## src/rtl/gen_mux_wb_pkg.sv

```systemverilog
// Shared types and helpers for the Wishbone 1-to-N address-decoding multiplexer.
// Holds the arbitration FSM state encoding and the timeout counter sizing rule.
package gen_mux_wb_pkg;

    typedef enum logic [1:0] {
        IDLE   = 2'd0,
        ACTIVE = 2'd1,
        ERROR  = 2'd2
    } state_e;

    // The counter must be able to hold TIMEOUT_CYCLES itself; a disabled
    // timeout (0) still needs a 1-bit register to keep the datapath legal.
    function automatic int unsigned tmo_cnt_width(input int unsigned timeout_cycles);
        int unsigned w;
        w = $clog2(timeout_cycles + 1);
        return (w == 0) ? 1 : w;
    endfunction

endpackage

```

## src/rtl/gen_mux_wb_n_addr_decode.sv

```systemverilog
// Address decoder: compares the master address against every slave prefix/mask
// pair and reports whether any slave matches plus the lowest matching index.
module wb_addr_decode
    import gen_mux_wb_pkg::*;
#(
    parameter int unsigned NUM_SLAVES = 4,
    parameter int unsigned ADDR_WIDTH = 32,
    parameter int unsigned IDX_WIDTH  = $clog2(NUM_SLAVES)
) (
    input  logic [ADDR_WIDTH-1:0]            adr_i,
    input  logic [NUM_SLAVES*ADDR_WIDTH-1:0] base_i,
    input  logic [NUM_SLAVES*ADDR_WIDTH-1:0] msk_i,
    output logic                             hit_o,
    output logic [IDX_WIDTH-1:0]             idx_o
);

    logic [NUM_SLAVES-1:0] match;

    generate
        genvar gi;
        for (gi = 0; gi < NUM_SLAVES; gi++) begin : g_match
            assign match[gi] = ((adr_i ^ base_i[gi*ADDR_WIDTH +: ADDR_WIDTH])
                                & msk_i[gi*ADDR_WIDTH +: ADDR_WIDTH]) == '0;
        end
    endgenerate

    // Scan from the top so the lowest matching index is the one left standing.
    always_comb begin
        hit_o = |match;
        idx_o = '0;
        for (int k = NUM_SLAVES - 1; k >= 0; k--) begin
            if (match[k]) begin
                idx_o = IDX_WIDTH'(k);
            end
        end
    end

endmodule

```

## src/rtl/gen_mux_wb_n.sv

```systemverilog
// Wishbone 1-master to N-slave multiplexer with per-beat address decode,
// decode-miss error response and a per-transaction response timeout.
module gen_mux_wb_n
    import gen_mux_wb_pkg::*;
#(
    parameter int unsigned NUM_SLAVES     = 4,
    parameter int unsigned DATA_WIDTH     = 32,
    parameter int unsigned ADDR_WIDTH     = 32,
    parameter int unsigned SELECT_WIDTH   = DATA_WIDTH / 8,
    parameter int unsigned TIMEOUT_CYCLES = 255
) (
    input  logic                              clk,
    input  logic                              rst,

    input  logic [ADDR_WIDTH-1:0]             wbm_adr_i,
    input  logic [DATA_WIDTH-1:0]             wbm_dat_i,
    output logic [DATA_WIDTH-1:0]             wbm_dat_o,
    input  logic                              wbm_we_i,
    input  logic [SELECT_WIDTH-1:0]           wbm_sel_i,
    input  logic                              wbm_stb_i,
    input  logic                              wbm_cyc_i,
    output logic                              wbm_ack_o,
    output logic                              wbm_err_o,
    output logic                              wbm_rty_o,

    output logic [NUM_SLAVES*ADDR_WIDTH-1:0]   wbs_adr_o,
    output logic [NUM_SLAVES*DATA_WIDTH-1:0]   wbs_dat_o,
    input  logic [NUM_SLAVES*DATA_WIDTH-1:0]   wbs_dat_i,
    output logic [NUM_SLAVES-1:0]              wbs_we_o,
    output logic [NUM_SLAVES*SELECT_WIDTH-1:0] wbs_sel_o,
    output logic [NUM_SLAVES-1:0]              wbs_stb_o,
    output logic [NUM_SLAVES-1:0]              wbs_cyc_o,
    input  logic [NUM_SLAVES-1:0]              wbs_ack_i,
    input  logic [NUM_SLAVES-1:0]              wbs_err_i,
    input  logic [NUM_SLAVES-1:0]              wbs_rty_i,

    input  logic [NUM_SLAVES*ADDR_WIDTH-1:0]   wbs_addr,
    input  logic [NUM_SLAVES*ADDR_WIDTH-1:0]   wbs_addr_msk,

    output logic                              err_decode_o,
    output logic                              err_timeout_o,
    output logic [$clog2(NUM_SLAVES)-1:0]     err_slave_o
);

    localparam int unsigned     IDX_W     = $clog2(NUM_SLAVES);
    localparam int unsigned     CNT_W     = tmo_cnt_width(TIMEOUT_CYCLES);
    localparam logic [CNT_W:0]  TMO_LIMIT = (CNT_W + 1)'(TIMEOUT_CYCLES);

    state_e              state_q, state_d;
    logic [IDX_W-1:0]    grant_q, grant_d;
    logic [CNT_W-1:0]    tmo_cnt_q, tmo_cnt_d;
    logic [IDX_W-1:0]    err_slave_q, err_slave_d;

    logic                dec_hit;
    logic [IDX_W-1:0]    dec_idx;
    logic                req;
    logic                g_ack, g_err, g_rty, g_term;
    logic                tmo_hit;
    logic                slv_en;
    logic [DATA_WIDTH-1:0] slv_dat [NUM_SLAVES];

    wb_addr_decode #(
        .NUM_SLAVES (NUM_SLAVES),
        .ADDR_WIDTH (ADDR_WIDTH),
        .IDX_WIDTH  (IDX_W)
    ) u_decode (
        .adr_i  (wbm_adr_i),
        .base_i (wbs_addr),
        .msk_i  (wbs_addr_msk),
        .hit_o  (dec_hit),
        .idx_o  (dec_idx)
    );

    generate
        genvar gi;
        for (gi = 0; gi < NUM_SLAVES; gi++) begin : g_slave
            assign wbs_adr_o[gi*ADDR_WIDTH +: ADDR_WIDTH]       = wbm_adr_i;
            assign wbs_dat_o[gi*DATA_WIDTH +: DATA_WIDTH]       = wbm_dat_i;
            assign wbs_sel_o[gi*SELECT_WIDTH +: SELECT_WIDTH]   = wbm_sel_i;
            assign wbs_cyc_o[gi] = slv_en && (grant_q == IDX_W'(gi)) && wbm_cyc_i;
            assign wbs_stb_o[gi] = slv_en && (grant_q == IDX_W'(gi)) && wbm_stb_i;
            assign wbs_we_o[gi]  = slv_en && (grant_q == IDX_W'(gi)) && wbm_we_i;
            assign slv_dat[gi]   = wbs_dat_i[gi*DATA_WIDTH +: DATA_WIDTH];
        end
    endgenerate

    assign req    = wbm_cyc_i & wbm_stb_i;
    assign g_ack  = wbs_ack_i[grant_q];
    assign g_err  = wbs_err_i[grant_q];
    assign g_rty  = wbs_rty_i[grant_q];
    assign g_term = g_ack | g_err | g_rty;

    // Expiry is the ACTIVE cycle whose count, including itself, reaches the
    // limit; a same-cycle termination or an abort always takes precedence.
    assign tmo_hit = (TIMEOUT_CYCLES != 0) && (state_q == ACTIVE) && wbm_cyc_i
                     && !g_term && (({1'b0, tmo_cnt_q} + (CNT_W + 1)'(1)) == TMO_LIMIT);

    assign slv_en      = (state_q == ACTIVE) && !rst && !tmo_hit;
    assign err_slave_o = (tmo_hit && !rst) ? grant_q : err_slave_q;

    always_ff @(posedge clk) begin
        if (rst) begin
            state_q     <= IDLE;
            grant_q     <= '0;
            tmo_cnt_q   <= '0;
            err_slave_q <= '0;
        end else begin
            state_q     <= state_d;
            grant_q     <= grant_d;
            tmo_cnt_q   <= tmo_cnt_d;
            err_slave_q <= err_slave_d;
        end
    end

    always_comb begin
        state_d       = state_q;
        grant_d       = grant_q;
        tmo_cnt_d     = tmo_cnt_q;
        err_slave_d   = err_slave_q;
        wbm_ack_o     = 1'b0;
        wbm_err_o     = 1'b0;
        wbm_rty_o     = 1'b0;
        wbm_dat_o     = '0;
        err_decode_o  = 1'b0;
        err_timeout_o = 1'b0;

        case (state_q)
            IDLE: begin
                if (req) begin
                    if (dec_hit) begin
                        grant_d   = dec_idx;
                        tmo_cnt_d = '0;
                        state_d   = ACTIVE;
                    end else begin
                        state_d = ERROR;
                    end
                end
            end

            ACTIVE: begin
                wbm_dat_o = slv_dat[grant_q];
                wbm_ack_o = g_ack;
                wbm_err_o = g_err | tmo_hit;
                wbm_rty_o = g_rty;
                if (!wbm_cyc_i || g_term) begin
                    state_d = IDLE;
                end else if (tmo_hit) begin
                    err_timeout_o = 1'b1;
                    err_slave_d   = grant_q;
                    state_d       = IDLE;
                end else if (tmo_cnt_q != '1) begin
                    tmo_cnt_d = tmo_cnt_q + 1'b1;
                end
            end

            ERROR: begin
                wbm_err_o    = 1'b1;
                err_decode_o = 1'b1;
                state_d      = IDLE;
            end

            default: begin
                state_d = IDLE;
            end
        endcase

        // A reset abandons whatever is in flight without answering the master.
        if (rst) begin
            wbm_ack_o     = 1'b0;
            wbm_err_o     = 1'b0;
            wbm_rty_o     = 1'b0;
            wbm_dat_o     = '0;
            err_decode_o  = 1'b0;
            err_timeout_o = 1'b0;
        end
    end

endmodule

```

## config.mk

```make
export PLATFORM = sky130hd
export DESIGN_NAME = gen_mux_wb_n
export DESIGN_NICKNAME = d
export VERILOG_FILES = /design/src/rtl/gen_mux_wb_pkg.sv /design/src/rtl/gen_mux_wb_n_addr_decode.sv /design/src/rtl/gen_mux_wb_n.sv
export SDC_FILE = /design/constraint.sdc
export NUM_CORES = 1
export LEC_CHECK = 0
export BUFFER_PORTS_ARGS = -buffer_cell sky130_fd_sc_hd__buf_4
export CORE_AREA = 2 2 312 314
export CTS_CLUSTER_DIAMETER = 40
export DETAILED_ROUTE_END_ITERATION = 16
export DIE_AREA = 0 0 314 316
export HOLD_SLACK_MARGIN = 0.15
export PLACE_DENSITY = 0.31
export SYNTH_ARGS = -nofsm -noshare
export SYNTH_HDL_FRONTEND = slang
export SYNTH_SLANG_ARGS = --single-unit
```

## constraint.sdc

```tcl
create_clock -name clk -period 7.76 [get_ports clk]
set_input_delay 1.552 -clock clk [delete_from_list [all_inputs] [get_ports clk]]
set_output_delay 1.552 -clock clk [all_outputs]
set_load 0.03 [all_outputs]
```

## Word-level counts from Yosys, hierarchy flattened

Cells that the tools add are included.

| operators by class | value |
|---|---|
| $lt $le $gt $ge | 2 |
| $add $sub $neg | 2 |
| equal/unequal tests | 13 |
| bitwise gates (word level) | 14 |
| mux-type cells | 39 |
| reduce and logical (&&, ||, !) cells | 39 |

Operators by type and width:

| cell | number |
|---|---|
| bitwise AND 32 bit | 4 |
| logical NOT 32 bit | 4 |
| two-way mux 32 bit | 4 |
| XOR 32 bit | 4 |
| binary-select mux 32 bit (select 2 bit) | 1 |
| two-way mux 8 bit | 5 |
| logical AND 1 bit | 22 |
| two-way mux 2 bit | 9 |
| one-hot mux 8 bit (2 select lines) | 1 |
| two-way mux 1 bit | 14 |
| adder 8 x 1 -> 9 bit, second input constant | 1 |
| == test 9 x 8 -> 1 bit, second input constant | 1 |
| adder 8 x 1 -> 8 bit, second input constant | 1 |
| inequality test 2 bit, second input constant | 4 |
| inequality test 8 bit, second input constant | 1 |
| binary-select mux 1 bit (select 2 bit) | 3 |
| == test 2 bit, second input constant | 3 |
| AND reduction 3 bit | 2 |
| AND reduction 6 bit | 1 |
| == test 2 x 1 -> 1 bit, second input constant | 2 |
| logical NOT 1 bit | 4 |
| logical NOT 2 bit | 2 |
| one-hot mux 2 bit (2 select lines) | 1 |
| OR reduction 4 bit | 1 |
| 12 further kinds | 14 |

| word-level totals | value |
|---|---|
| bits in registers | 14 |
| word-level logic and storage cells | 113 |
| input port bits | 469 |
| output and inout port bits | 323 |

## Logic depth before layout (Yosys ltp)

| logic depth | value |
|---|---|
| word-level depth | 11 |
| mapped depth | 11 |
| mapped depth without buffers | 10 |

## Hierarchy

Synthesis repeated with hierarchy kept, for this count alone.

| second synthesis, totals | value |
|---|---|
| cells, all modules | 705 |
| area, all modules | 5884.4 µm² |

Modules (own cells, without submodules):

| module | area an instance (µm²) | times used | cells each | sequential area each (µm²) |
|---|---|---|---|---|
| gen_mux_wb_n | 4101.4 | 1 | 487 | 280.3 |
| wb_addr_decode | 1783.0 | 1 | 218 | 0.0 |

## Worst setup path before layout

No wires, ideal clock.

| path | value |
|---|---|
| path type | input-to-output |
| start | input wbs_rty_i[3] |
| end | output err_slave_o[0] |
| arrival | 3856 ps |
| stages on the path | 6 |
| buffers on the path | 1 |
| slack | 2352 ps |
| data required time | 6208 ps |
| cells stage by stage | mux4_2 or4_4 or3_1 buf_2 nor2_2 mux2_1 |

| on the way | value |
|---|---|
| cells in the longest elaborated chain, start to end | 8 |

RTL lines:

| what | RTL line | source |
|---|---|---|
| start, declared | gen_mux_wb_n.sv:35 | `input logic [NUM_SLAVES-1:0] wbs_rty_i,` |
| binary-select mux 1 bit (select 2 bit) | gen_mux_wb_n.sv:90 | `assign g_rty = wbs_rty_i[grant_q];` |
| two-way mux 1 bit (not written as such) | gen_mux_wb_n.sv:90 |  |
| OR 1 bit | gen_mux_wb_n.sv:91 | `assign g_term = g_ack \| g_err \| g_rty;` |
| logical NOT 1 bit | gen_mux_wb_n.sv:96 | `&& !g_term && (({1'b0, tmo_cnt_q} + (CNT_W + 1)'(1)) == TMO_LIMIT);` |
| logical AND 1 bit (2 in series) | gen_mux_wb_n.sv:96 |  |
| logical AND 1 bit | gen_mux_wb_n.sv:99 | `assign err_slave_o = (tmo_hit && !rst) ? grant_q : err_slave_q;` |
| two-way mux 2 bit | gen_mux_wb_n.sv:99 |  |
| end, declared | gen_mux_wb_n.sv:42 | `output logic [$clog2(NUM_SLAVES)-1:0] err_slave_o` |

Every way passes these cells. The select of a mux whose other input is x is not followed.

## Worst setup path in the final report

| path | value |
|---|---|
| start | input wbs_rty_i[1] |
| end | output err_slave_o[0] |

The elaborated chain is that of the path after synthesis.

==> impl_metrics.csv <==
group,metric,value,unit
outcome,status,"completed",
drt,routed_wl,43600,um
clock_tree,cts.clk_slew.worst_paths,0.05,ns
drt,dr.pass1.iters,4,
clock_tree,post_cts.repair.setup_buffers,0,
logic_synthesis,synth_cell_types,44,
floorplan,die_h,316,um
worst_setup_path,cp.required,6.21,ns
sta,final-hold-violation-count,0,
global_route,grt_max_degree,45,
sta,max_freq,183,MHz
global_route,antenna_found_initial,7,
worst_setup_path,cp.arrival,3.92,ns
finish,area_growth_syn_to_layout,69.9,%
run,drv_cap,0,
global_route,grtUsageTotal,7.99,%
clock_tree,ctsHoldBuffers,0,
logic_synthesis,synthArstFlopShare,0,%
logic_synthesis,yosys_warnings,0,
sta,hold_ws,0.499,ns
drt,drc,0,
logic_synthesis,synth_top_area_share,34.2,%
logic_synthesis,ys_seq_area_share,4.69,%
clock_tree,clk_latency,0.25,ns
worst_setup_path,end_kind,"primary output",
sta,setup_viol,0,
drt,via_count,6335,
worst_setup_path,cp_max_fo,7,
drt,post_drt_wl_per_cell,18.8,um
finish,layout.nets,1520,
clock_tree,cts_tree,"built",
placed_design,hpwlAfterDp,39900,um
sta,finalMaxSlewViolations,0,
global_route,grt_pass1_wl,54200,um
finish,drive_gt1_share,63.8,%
sta,rsz0062_at_grt,"false",
logic_synthesis,synthesis.nets,1193,
clock_tree,clock_sinks,14,
sta,clock-skew-final,0.00464,ns
clock_tree,cts_inserted_buffers,3,
power_and_ir_drop,ir_drop,0.0548,mV
logic_synthesis,yosys-top-cells-count,"buf_4 (272), xor2_1 (129), a22oi_1 (64)",
logic_synthesis,ys_ff_latch,14,
sta,tns,0,ns
floorplan,io-pin-count,792,
clock_tree,root_buffer,"clkbuf_16",
logic_synthesis,ys_top_cells_by_area,"buf_4 (34%), xor2_1 (19%), mux4_2 (13%)",
logic_synthesis,postSynthAreaPerCell,8.30,sq um
logic_synthesis,synth_most_common_cell,"buf_4",
drt,via_per_inst,2.73,
logic_synthesis,yosysTopAreaCell,"buf_4",
logic_synthesis,syn-instance-count,719,
sta,slew_headroom,30.1,%
worst_setup_path,crit_chain,"buf_4 > mux4_2 > or4_4 > or3_1 > nor2_2 > mux2_1 > buf_4",
placed_design,io_buffers,611,
hold_path,holdCritPathClass,"reg2reg",
floorplan,fp.dieW,314,um
logic_synthesis,synth_area,5970,sq um
logic_synthesis,synth_ff_type,"dfxtp_1",
sta,fin_crit_sh,70.5,%
worst_setup_path,slowest_delay,0.58,ns
drt,antenna_left,0,
power_and_ir_drop,powerDensity,66.5,nW/um^2
sta,tightest_slew,1.05,ns
floorplan,die_area,99200,sq um
sta,finalCriticalPeriod,5.47,ns
worst_setup_path,cp_common_cell,"buf_4",
floorplan,core,96000,sq um
floorplan,row_count,114,
placed_design,routabilityCongestion,0.826,
floorplan,initial_core_util,6.22,%
clock_tree,cts-resized-gates,0,
global_route,grt_pass1_vias,6332,
drt,drtIter0Drc,295,
worst_setup_path,slowest_stage,"or4_4",
logic_synthesis,synth_edf_count,0,
power_and_ir_drop,leakage,4.40,nW
clock_tree,h-tree-depth,1,
finish,n_fill_cell,11200,
global_route,grt-ovfl-total,0,
clock_tree,cts.path.max_buffers,2,
finish,fin_util,10.6,%
worst_setup_path,crit_type,"in2out",
worst_setup_path,crit_path_start_kind,"input port",
[routing by layer]
metal | up-vias | track usage [%] | share of wire, %
met5 | - | 0 | 0.016
met1 | 2968 | 9.82 | 41
li1 | 2892 | - | -
met4 | 2 | 4.13 | 5.3
met2 | 403 | 13.1 | 47
met3 | 70 | 1.73 | 7.0
[power by group]
part	internal [mW]	switching [mW]	leakage (nW)
Sequential	0.0723	0.000279	0.114
Combinational	0.240	0.250	4.24
Clock	0.0783	0.0334	0.0442
Total	0.391	0.284	4.40
[state kept, by name (all words and copies together) (netlist names)]
register     flops
err_slave_q      2
tmo_cnt_q        8
grant_q          2
state_q          2
[final timing paths]
| check | from | endpoint | slack, ns | depth (start not counted) |
|---|---|---|---|---|
| setup / recovery | wbs_rty_i[1] | err_slave_o[0] | 2.29 | 7 |
| setup reg to reg | grant_q[1] | tmo_cnt_q[5] | 4.71 | 9 |
| hold reg to reg | err_slave_q[0] | err_slave_q[0] | 0.50 | 2 |
| hold / removal | err_slave_q[0] | err_slave_q[0] | 0.50 | 2 |
[cell usage in the layout, fill, tap and decap left out, types with 5 or more instances in the layout]
cell,instances
inv_1,6
mux2i_1,6
nand3_1,9
a21oi_1,11
xor2_1,129
buf_4,615
nand4_1,17
nor2_1,19
nand2_1,14
dfxtp_1,12
a22oi_1,64
nor3_1,5
o21ai_1,9
mux4_2,35
and2_1,39
ha_1,5
[critical path, delay by kind of cell]
family | cells | cell delay (ns)
mux | 2 | 0.79
simple gates | 3 | 1.28
buf+inv | 2 | 0.29
[through the flow]
stage                     instances  total power, mW  instance area (sq um)  setup WS [ns]
after floorplan                 719            0.427                   5970           2.35
after global placement         2317            0.578                  10100           2.27
after detailed placement       2317            0.578                  10100           2.27
after CTS                      2321            0.694                  10100           2.26
after global routing           2321            0.719                  10100           2.19
final                          2323            0.675                  10100           2.29
[cells by family after synthesis]
kind of cell,count (synthesis),share of synthesized area [%]
buffers and inverters,299,36.2
xor gates and xnor gates,130,19.1
adders and majority gates,5,1.05
DFF,14,4.69
and+or+nand+nor,127,12.0
muxes,43,14.6
AOI/OAI and AO/OA,101,12.4
[cell type report]
class                           instances  area, sq um  share of cell area, %
Antenna cell                            2         5.00                 0.0493
Sequential cell                        14          283                   2.79
Inverter                                6         22.5                  0.222
Clock buffer                            4         88.8                  0.876
Timing Repair Buffer                  615         4620                   45.5
Multi-Input combinational cell        406         3530                   34.8
Tap cell                             1276         1600                   15.7
No activity file was read; power rests on OpenSTA's default activity.
